File: src/rtl/seq_mul_bcd_if.sv
// Request/result bus of seq_mul_bcd. The requester drives start/a/b; the
// multiplier returns busy/done plus the held product and its packed BCD digits.
interface seq_mul_bcd_if #(
    parameter int N          = 8,
    parameter int BCD_DIGITS = 5
);
    logic                    start;
    logic [N-1:0]            a;
    logic [N-1:0]            b;
    logic                    busy;
    logic                    done;
    logic [2*N-1:0]          result;
    logic [4*BCD_DIGITS-1:0] bcd;
    logic                    bcd_ovf;

    // start is a request level: it is taken only when the multiplier is idle and
    // not busy, and is otherwise ignored (no queueing). busy covers accept..done
    // inclusive; done pulses for one cycle when result/bcd/bcd_ovf update.
    modport master (output start, a, b, input busy, done, result, bcd, bcd_ovf);
    modport slave  (input start, a, b, output busy, done, result, bcd, bcd_ovf);
endinterface

File: src/rtl/seq_mul_bcd.sv
// Sequential shift-add N x N multiplier followed by a double-dabble BCD converter.
// Macro SEQ_MUL_BCD_EN enables the BCD stage; undefined, bcd/bcd_ovf are tied to 0.
module seq_mul_bcd #(
    parameter int N          = 8,
    parameter int BCD_DIGITS = 5
) (
    input  logic          clk,
    input  logic          reset,
    seq_mul_bcd_if.slave  bus,
    output logic [1:0]    dbg_state_o
);
    localparam int PW = 2 * N;
    localparam int DW = 4 * BCD_DIGITS;
    localparam int CW = $clog2(PW + 1);

    typedef enum logic [1:0] {
        S_IDLE = 2'd0,
        S_MUL  = 2'd1,
`ifdef SEQ_MUL_BCD_EN
        S_BCD  = 2'd2,
`endif
        S_DONE = 2'd3
    } state_t;

    state_t          state_q, state_d;
    logic [PW-1:0]   mcand_q, mcand_d;
    logic [N-1:0]    mplier_q, mplier_d;
    logic [PW-1:0]   acc_q, acc_d;
    logic [CW-1:0]   cnt_q, cnt_d;
    logic            busy_q, busy_d;
    logic            done_q, done_d;
    logic [PW-1:0]   result_q, result_d;

`ifdef SEQ_MUL_BCD_EN
    logic [DW-1:0]   dig_q, dig_d;
    logic            dovf_q, dovf_d;
    logic [DW-1:0]   bcd_q, bcd_d;
    logic            bcd_ovf_q, bcd_ovf_d;
    logic [DW-1:0]   dig_adj;

    // Digits are <= 9 before each shift, so the +3 never carries across digits.
    function automatic logic [DW-1:0] add3(input logic [DW-1:0] x);
        logic [DW-1:0] y;
        y = x;
        for (int i = 0; i < BCD_DIGITS; i++) begin
            if (x[4*i +: 4] >= 4'd5) y[4*i +: 4] = x[4*i +: 4] + 4'd3;
        end
        return y;
    endfunction

    assign dig_adj = add3(dig_q);
`endif

    always_ff @(posedge clk or negedge reset) begin
        if (!reset) begin
            state_q   <= S_IDLE;
            mcand_q   <= '0;
            mplier_q  <= '0;
            acc_q     <= '0;
            cnt_q     <= '0;
            busy_q    <= 1'b0;
            done_q    <= 1'b0;
            result_q  <= '0;
`ifdef SEQ_MUL_BCD_EN
            dig_q     <= '0;
            dovf_q    <= 1'b0;
            bcd_q     <= '0;
            bcd_ovf_q <= 1'b0;
`endif
        end else begin
            state_q   <= state_d;
            mcand_q   <= mcand_d;
            mplier_q  <= mplier_d;
            acc_q     <= acc_d;
            cnt_q     <= cnt_d;
            busy_q    <= busy_d;
            done_q    <= done_d;
            result_q  <= result_d;
`ifdef SEQ_MUL_BCD_EN
            dig_q     <= dig_d;
            dovf_q    <= dovf_d;
            bcd_q     <= bcd_d;
            bcd_ovf_q <= bcd_ovf_d;
`endif
        end
    end

    always_comb begin
        state_d   = state_q;
        mcand_d   = mcand_q;
        mplier_d  = mplier_q;
        acc_d     = acc_q;
        cnt_d     = cnt_q;
        // busy falls on the edge after the done pulse; done itself lasts one cycle.
        busy_d    = busy_q & ~done_q;
        done_d    = 1'b0;
        result_d  = result_q;
`ifdef SEQ_MUL_BCD_EN
        dig_d     = dig_q;
        dovf_d    = dovf_q;
        bcd_d     = bcd_q;
        bcd_ovf_d = bcd_ovf_q;
`endif

        case (state_q)
            S_IDLE: begin
                // The done cycle is still a busy cycle, so a start there is not taken.
                if (bus.start && !done_q) begin
                    mcand_d  = {{N{1'b0}}, bus.a};
                    mplier_d = bus.b;
                    acc_d    = '0;
                    cnt_d    = CW'(N);
                    busy_d   = 1'b1;
`ifdef SEQ_MUL_BCD_EN
                    dig_d    = '0;
                    dovf_d   = 1'b0;
`endif
                    state_d  = S_MUL;
                end
            end

            S_MUL: begin
                if (mplier_q[0]) acc_d = acc_q + mcand_q;
                mcand_d  = {mcand_q[PW-2:0], 1'b0};
                mplier_d = {1'b0, mplier_q[N-1:1]};
                cnt_d    = cnt_q - CW'(1);
                if (cnt_q == CW'(1)) begin
`ifdef SEQ_MUL_BCD_EN
                    cnt_d   = CW'(PW);
                    state_d = S_BCD;
`else
                    state_d = S_DONE;
`endif
                end
            end

`ifdef SEQ_MUL_BCD_EN
            S_BCD: begin
                // acc is rotated rather than shifted: after 2N steps it holds the
                // product again, so no separate copy of the product is needed.
                dig_d  = {dig_adj[DW-2:0], acc_q[PW-1]};
                acc_d  = {acc_q[PW-2:0], acc_q[PW-1]};
                dovf_d = dovf_q | dig_adj[DW-1];
                cnt_d  = cnt_q - CW'(1);
                if (cnt_q == CW'(1)) state_d = S_DONE;
            end
`endif

            S_DONE: begin
                result_d  = acc_q;
`ifdef SEQ_MUL_BCD_EN
                bcd_d     = dig_q;
                bcd_ovf_d = dovf_q;
`endif
                done_d    = 1'b1;
                state_d   = S_IDLE;
            end

            default: state_d = S_IDLE;
        endcase
    end

    assign bus.busy    = busy_q;
    assign bus.done    = done_q;
    assign bus.result  = result_q;
`ifdef SEQ_MUL_BCD_EN
    assign bus.bcd     = bcd_q;
    assign bus.bcd_ovf = bcd_ovf_q;
`else
    assign bus.bcd     = '0;
    assign bus.bcd_ovf = 1'b0;
`endif
    assign dbg_state_o = state_q;

endmodule

File: src/flat_wrapper.sv
// flat-port wrapper written by rule: the top's interface ports become plain ports
module seq_mul_bcd_flat 
#(
    parameter int N          = 8,
    parameter int BCD_DIGITS = 5
)
  (clk, reset, dbg_state_o, bus_start, bus_a, bus_b, bus_busy, bus_done, bus_result, bus_bcd, bus_bcd_ovf);
  seq_mul_bcd_if #(.N(N), .BCD_DIGITS(BCD_DIGITS)) bus_i ();
  input  logic clk;
  input  logic reset;
  output logic [1:0] dbg_state_o;
  input wire logic [$bits(bus_i.start)-1:0] bus_start;
  input wire logic [$bits(bus_i.a)-1:0] bus_a;
  input wire logic [$bits(bus_i.b)-1:0] bus_b;
  output wire logic [$bits(bus_i.busy)-1:0] bus_busy;
  output wire logic [$bits(bus_i.done)-1:0] bus_done;
  output wire logic [$bits(bus_i.result)-1:0] bus_result;
  output wire logic [$bits(bus_i.bcd)-1:0] bus_bcd;
  output wire logic [$bits(bus_i.bcd_ovf)-1:0] bus_bcd_ovf;
  assign bus_i.start = bus_start;
  assign bus_i.a = bus_a;
  assign bus_i.b = bus_b;
  assign bus_busy = bus_i.busy;
  assign bus_done = bus_i.done;
  assign bus_result = bus_i.result;
  assign bus_bcd = bus_i.bcd;
  assign bus_bcd_ovf = bus_i.bcd_ovf;
  seq_mul_bcd #(.N(N), .BCD_DIGITS(BCD_DIGITS)) u_core (.clk(clk), .reset(reset), .bus(bus_i), .dbg_state_o(dbg_state_o));
endmodule
File: config.mk
export PLATFORM = sky130hd
export DESIGN_NAME = seq_mul_bcd_flat
export DESIGN_NICKNAME = d
export VERILOG_FILES = /design/src/rtl/seq_mul_bcd_if.sv /design/src/rtl/seq_mul_bcd.sv /design/src/flat_wrapper.sv
export SDC_FILE = /design/constraint.sdc
export NUM_CORES = 1
export LEC_CHECK = 0
export CAP_MARGIN = 20
export CORE_ASPECT_RATIO = 0.6
export CORE_MARGIN = 1.5
export CORE_UTILIZATION = 48
export CTS_CLUSTER_DIAMETER = 50
export DETAILED_ROUTE_END_ITERATION = 7
export PLACE_DENSITY = 0.85
export SLEW_MARGIN = 20
export SYNTH_ARGS = -nofsm -noshare
export SYNTH_HDL_FRONTEND = slang
export SYNTH_SLANG_ARGS = --single-unit
File: constraint.sdc
create_clock -name clk -period 2 [get_ports clk]
set_input_delay 0.4 -clock clk [delete_from_list [all_inputs] [get_ports clk]]
set_output_delay 0.4 -clock clk [all_outputs]
set_load 0.005 [all_outputs]
==> metrics.txt, run 1 <==
unrepaired setup endpoints after global routing yes; first-pass GRT wire length 13520 um; switching share of power 0.3884; warnings from Yosys 0; Gate Count Post-Synth 331; P_int 5.239 mW; Filler Cells Inserted 530; Clock Power Share 0.172; maximum capacitance violations 0; Die W 110.9 um; Critical Path AT 2.38 ns; synthesized area 0.003354 sq mm; DR vias 2741; failing checks setup timing; Placed Cells 496; Synth area leaders dfrtp_1 (48%), ha_1 (6.3%), mux2_2 (5.0%); Netlist cell types 48; asr flop ratio synth 1.000; Finished Layout Cells 523; CP Capture Type flip-flop; syn_area_per_cell 10.13 sq um; CP startpoint kind flip-flop; P&R area growth vs syn 37.34%; cell taking the most area after synthesis dfrtp_1; flop2flop setup slack -0.17 ns; Min-Delay Path Class in -> async; crit-path cells ha_4 -> inv_2 -> fa_2 -> nor2b_4 -> o31a_1 -> o21ai_2 -> a21oi_2 -> a311oi_1 -> xor2_1 -> o21ai_1; crit-path max FO 3; CP delay by family, top compound AO/OA/AOI/OAI gates; reg2reg path depth 10; Leak 2.235 nW; Setup CP Type reg -> reg; layout cells sized above 1 0.2775; Iter 0 DRT Violations 159; TritonCTS Buffers 9; Max Clock Freq 0.4615 GHz; number of synthesized flops with an enable pin 0; sequential area share after synthesis 0.4849; Overall Power 8.565 mW; routability cong. 0.8757; commonest non-fill, non-tap cell in the layout dfrtp_1; WL/cell 16.10 um; critical path's slowest cell dfrtp_1; FF-to-FF Start u_core.acc_q[0]; vias per inst 5.241; Die Height 67.76 um; Starting Density 0.5003; Routed WL 8420 um; Synth top area share 0.4849; CP Launch Point u_core.acc_q[0]; Synth Register Bits 65; core area 0.006705 sq mm; final period utilization 1.083; worst path buffer plus inverter count 1; Die ar. 0.007516 sq mm; clk_skew 0.005481 ns; maximum VDD drop 1.108 mV; Hold-fix buffers, CTS 0; final slew viol count 0; power share of the sequential group 0.273; diodes inserted 0; clk sink count 65; CTS tree done; initial antenna violation count 0; Final #Nets 468; clk slew on worst S/H paths 0.05 ns; status complete, but fails checks; largest net degree at the start of global routing 66; critical register-to-register path endpoint u_core.acc_q[14]; Primary FF master, synth dfrtp_1; most frequent cells in the layout dfrtp_1 (65), buf_4 (62), clkdlybuf4s50_1 (37); max incr delay on CP 0.41 ns; CTS root buffer clkbuf_16; global-route usage over all layers 0.2388; min Tclk post-route 2.167 ns; Req. time, crit path 2.21 ns; combinational share of power 0.555; I/O pin cnt 60; # port buffers 38; clk_lat worst skew 0.34 ns; clk buf depth 2; ANT nets after route 0; final hold violation count 0; post-route worst setup slack -0.1668 ns; Pre-antenna DRT Iters 4; post-DP HPWL 5909 um; P_sw 3.327 mW; vias in the first global route 2779; # setup viols final 5; # rows 23; Overflow after GRT 0; H-tree depth 3; DRC Markers 0; pre-CTS setup slack -0.2300 ns; PD cells 1859 mW/mm^2
layout make-up:
cell class                      count  area (sq um)  share of cell area
Multi-Input combinational cell    242          1665              0.3615
Inverter                           11         41.29            0.008963
Clock buffer                       12         256.5             0.05568
Clock inverter                      4         27.53            0.005975
Timing Repair Buffer              102         880.8              0.1912
Tap cell                           87         108.9             0.02363
Sequential cell                    65          1627              0.3531
stage by stage:
stage	TNS (ns)	hold slack, ns	cell area, sq um	util
2_1_floorplan	-0.08516	0.1044	3450	-
3_3_place_gp	-0.3605	0.4363	4153	0.6193
3_5_place_dp	-0.9969	0.4385	4153	0.6193
4_1_cts	-0.4673	0.07818	4493	0.6701
5_1_grt	-1.400	0.1122	4607	0.6871
6_report	-0.6615	0.07868	4607	0.6871
registers in the layout (all words and copies together) (netlist names):
| name | cells |
|---|---|
| u_core.mcand_q | 16 |
| u_core.mplier_q | 8 |
| u_core.acc_q | 16 |
| u_core.cnt_q | 5 |
| u_core.dbg_state_o | 2 |
| u_core.bus.busy | 1 |
| u_core.bus.done | 1 |
| u_core.bus.result | 16 |
worst max-delay path by stage:
stage               slack, ns  cells past startpoint               end
floorplan               -0.05                     10  u_core.acc_q[10]
global placement        -0.12                     10  u_core.acc_q[10]
detailed placement      -0.23                     10  u_core.acc_q[10]
CTS                     -0.13                     10  u_core.acc_q[10]
global route            -0.32                     10  u_core.acc_q[10]
finish                  -0.17                     10  u_core.acc_q[14]
logic make-up after synthesis:
family / count (synthesis) / synth area share
fa+ha+maj: 18 / 0.06938
xor+xnor: 12 / 0.03133
flops: 65 / 0.4849
compound gates: 80 / 0.1593
other cells: 1 / 0.001118
mux: 15 / 0.05035
buf+inv: 44 / 0.07310
simple gates: 96 / 0.1306
layer usage:
metal / track usage / vias up / part of all wire
li1: - / 1313 / -
met1: 0.3142 / 1334 / 0.47
met2: 0.3819 / 79 / 0.45
met3: 0.06373 / 15 / 0.058
met4: 0.09936 / 0 / 0.019
met5: 0 / - / 0
synthesized netlist by cell type, types with 2 or more instances:
| cell type | n |
|---|---|
| a21oi_1 | 15 |
| nand3_1 | 3 |
| mux2_2 | 15 |
| buf_4 | 21 |
| o21ai_1 | 2 |
| a22o_1 | 11 |
| nor2b_1 | 6 |
| a31oi_1 | 2 |
| o22ai_1 | 15 |
| xnor2_1 | 5 |
| nor2_1 | 34 |
| a21oi_2 | 3 |
| ha_1 | 17 |
| nand2_1 | 32 |
| clkbuf_1 | 10 |
| inv_1 | 9 |
| nand4_1 | 4 |
| a21o_1 | 5 |
| and3_1 | 3 |
| dfrtp_1 | 65 |
| o21ai_0 | 17 |
| nand2b_1 | 3 |
| nor3_1 | 3 |
| xor2_1 | 7 |
power by group through the flow:
stage	Combinational, mW	Sequential, mW	Clock (mW)
global placement	4.18	2.31	0
finish	4.76	2.34	1.47
detailed placement	4.38	2.34	0
floorplan	2.52	2.28	0
global route	5.22	2.42	1.55
CTS	4.48	2.33	1.51
timing repair:
| item | 4_1_cts | 5_1_grt |
|---|---|---|
| gates resized for setup | 5 | 19 |
| endpoints found under the setup margin | 7 | 9 |
| pin swaps | 17 | 18 |
| buffers inserted | 6 | 7 |
(Power assumes the default switching activity.)
==> run 2, diff against run 1 <==
--- a/config.mk
+++ b/config.mk
@@ -12,6 +12,7 @@
 export CTS_CLUSTER_DIAMETER = 50
 export DETAILED_ROUTE_END_ITERATION = 7
 export PLACE_DENSITY = 0.85
+export SKIP_LAST_GASP = 1
 export SLEW_MARGIN = 20
 export SYNTH_ARGS = -nofsm -noshare
 export SYNTH_HDL_FRONTEND = slang
==> run 2 against run 1 <==
Compared with the run above:
- the flow still finishes with violations (setup timing)
- die area did not move
- register-to-register slack barely moved
- routed wire length rose by 0.14%
- final cell count did not move
- non-clock buffer count did not move
- critical endpoint is now u_core.acc_q[10]
==> metrics.txt, run 2 (same netlist as run 1, synthesis figures left out) <==
P&R area growth vs syn 37.26% (about the same); reg2reg path depth 10 (unchanged); final core utilization 0.6867 (about the same); vias in the first global route 2779 (unchanged); power share of the sequential group 0.273 (about the same); Finished Layout Cells 523 (unchanged); DRC Markers 0 (unchanged); PD cells 1858 mW/mm^2 (about the same); Clock Power Share 0.172 (about the same); Hold-fix buffers, CTS 0 (unchanged); initial antenna violation count 0 (unchanged); critical path's slowest cell or4_1; clk slew on worst S/H paths 0.05 ns (about the same); commonest non-fill, non-tap cell in the layout dfrtp_1; P_int 5.230 mW (-0.17%); flop2flop setup slack -0.17 ns (about the same); Pre-antenna DRT Iters 4 (unchanged); vias per inst 5.268 (+0.51%); # setup viols final 5 (unchanged); most frequent cells in the layout dfrtp_1 (65), buf_4 (62), clkdlybuf4s50_1 (37); max incr delay on CP 0.40 ns (about the same); Final #Nets 468 (unchanged); clk sink count 65 (unchanged); Iter 0 DRT Violations 159 (unchanged); crit-path cells ha_4 -> inv_2 -> fa_2 -> nor2b_4 -> o31a_1 -> o21ai_2 -> a21oi_2 -> nor2b_1 -> or4_1 -> nand3_1; # rows 23 (unchanged); post-DP HPWL 5909 um (unchanged); DR vias 2755 (+0.51%); Setup CP Type reg -> reg; Die Height 67.76 um (unchanged); CP Capture Type flip-flop; Leak 2.237 nW (about the same); largest net degree at the start of global routing 66 (unchanged); Filler Cells Inserted 532 (+0.38%); status complete, but fails checks; clk buf depth 2 (unchanged); post-route worst setup slack -0.1670 ns (-0.0002510 ns); clk_lat worst skew 0.34 ns (about the same); CP startpoint kind flip-flop; final slew viol count 0 (unchanged); Die ar. 0.007516 sq mm (unchanged); core area 0.006705 sq mm (unchanged); Routed WL 8432 um (+0.14%); Die W 110.9 um (unchanged); layout cells sized above 1 0.2752 (-0.002294); min Tclk post-route 2.167 ns (+0.0002510 ns); WL/cell 16.12 um (+0.14%); critical register-to-register path endpoint u_core.acc_q[10]; Critical Path AT 2.44 ns (+0.06 ns); I/O pin cnt 60 (unchanged); final hold violation count 0 (unchanged); unrepaired setup endpoints after global routing yes; CTS tree done; switching share of power 0.3886 (about the same); diodes inserted 0 (unchanged); Req. time, crit path 2.27 ns (+0.06 ns); Placed Cells 496 (unchanged); Overflow after GRT 0 (unchanged); FF-to-FF Start u_core.acc_q[0]; maximum capacitance violations 0 (unchanged); Starting Density 0.5003 (unchanged); global-route usage over all layers 0.2388 (unchanged); first-pass GRT wire length 13520 um (unchanged); crit-path max FO 3 (unchanged); Min-Delay Path Class in -> async; failing checks setup timing; maximum VDD drop 1.106 mV (-0.17%); ANT nets after route 0 (unchanged); Hold WS 0.07908 ns (+0.0004044 ns); routability cong. 0.8757 (unchanged); clk_skew 0.006472 ns (+0.0009906 ns); combinational share of power 0.555 (about the same); H-tree depth 3 (unchanged); P_sw 3.325 mW (about the same); final period utilization 1.084 (about the same); TritonCTS Buffers 9 (unchanged); CTS root buffer clkbuf_16; Max Clock Freq 0.4615 GHz (about the same); # port buffers 38 (unchanged)
run 2: cell types whose count changed in the layout (fill, tap and decap cells not counted):
cell,previous run,this run
o21ai_0,11,12
ha_2,1,0
o21ai_1,6,5
ha_1,14,15
run 2: how the worst max path moves through the flow:
stage                     slack (ns)  depth (start not counted)               end               from
after detailed placement       -0.23                         10  u_core.acc_q[10]  u_core.mcand_q[0]
after floorplan                -0.05                         10  u_core.acc_q[10]  u_core.mcand_q[0]
after global routing           -0.32                         10  u_core.acc_q[10]    u_core.acc_q[0]
after CTS                      -0.13                         10  u_core.acc_q[10]  u_core.mcand_q[0]
final                          -0.17                         10  u_core.acc_q[10]    u_core.acc_q[0]
after global placement         -0.12                         10  u_core.acc_q[10]  u_core.mcand_q[0]
run 2: layout make-up:
class / count / area, sq um / share of cell area
Sequential cell: 65 / 1627 / 0.3533
Multi-Input combinational cell: 242 / 1663 / 0.3611
Timing Repair Buffer: 102 / 880.8 / 0.1913
Clock buffer: 12 / 256.5 / 0.05571
Inverter: 11 / 41.29 / 0.008967
Tap cell: 87 / 108.9 / 0.02364
Clock inverter: 4 / 27.53 / 0.005978
run 2: through the flow:
step | setup TNS, ns | total power [mW] | worst slack (ns) | area (sq um)
after floorplan | -0.08516 | 4.801 | -0.05305 | 3450
after global placement | -0.3605 | 6.493 | -0.1219 | 4153
after detailed placement | -0.9969 | 6.718 | -0.2300 | 4153
after CTS | -0.4673 | 8.320 | -0.1332 | 4493
after global routing | -1.430 | 9.174 | -0.3167 | 4604
final | -0.6491 | 8.555 | -0.1670 | 4604
run 2: critical path, delay by kind of cell (launching register included):
family          cells  cell delay [ns]
compound gates      3             0.44
flops               1             0.39
fa+ha+maj           2             0.54
simple gates        4             0.70
buf+inv             1             0.03
run 2: timing repair:
item                       in CTS  in global routing
setup endpoints to repair       7                  9
gates resized for setup         5                 17
pin swaps                      17                 18
setup buffers                   6                  7
run 2: routing by layer:
metal  track usage  share of wire  vias to the layer above  wire length (um)
li1              -              -                     1314                 -
met5             0              0                        -                 0
met1        0.3142           0.47                     1339              3947
met2        0.3819           0.45                       87              3807
met3       0.06373          0.061                       15               513
met4       0.09936          0.019                        0               163
run 2: power by group through the flow:
| stage | clock [mW] | combinational (mW) | sequential [mW] |
|---|---|---|---|
| after floorplan | 0 | 2.52 | 2.28 |
| after global placement | 0 | 4.18 | 2.31 |
| after detailed placement | 0 | 4.38 | 2.34 |
| after CTS | 1.51 | 4.48 | 2.33 |
| after global routing | 1.55 | 5.21 | 2.42 |
| final | 1.47 | 4.74 | 2.34 |
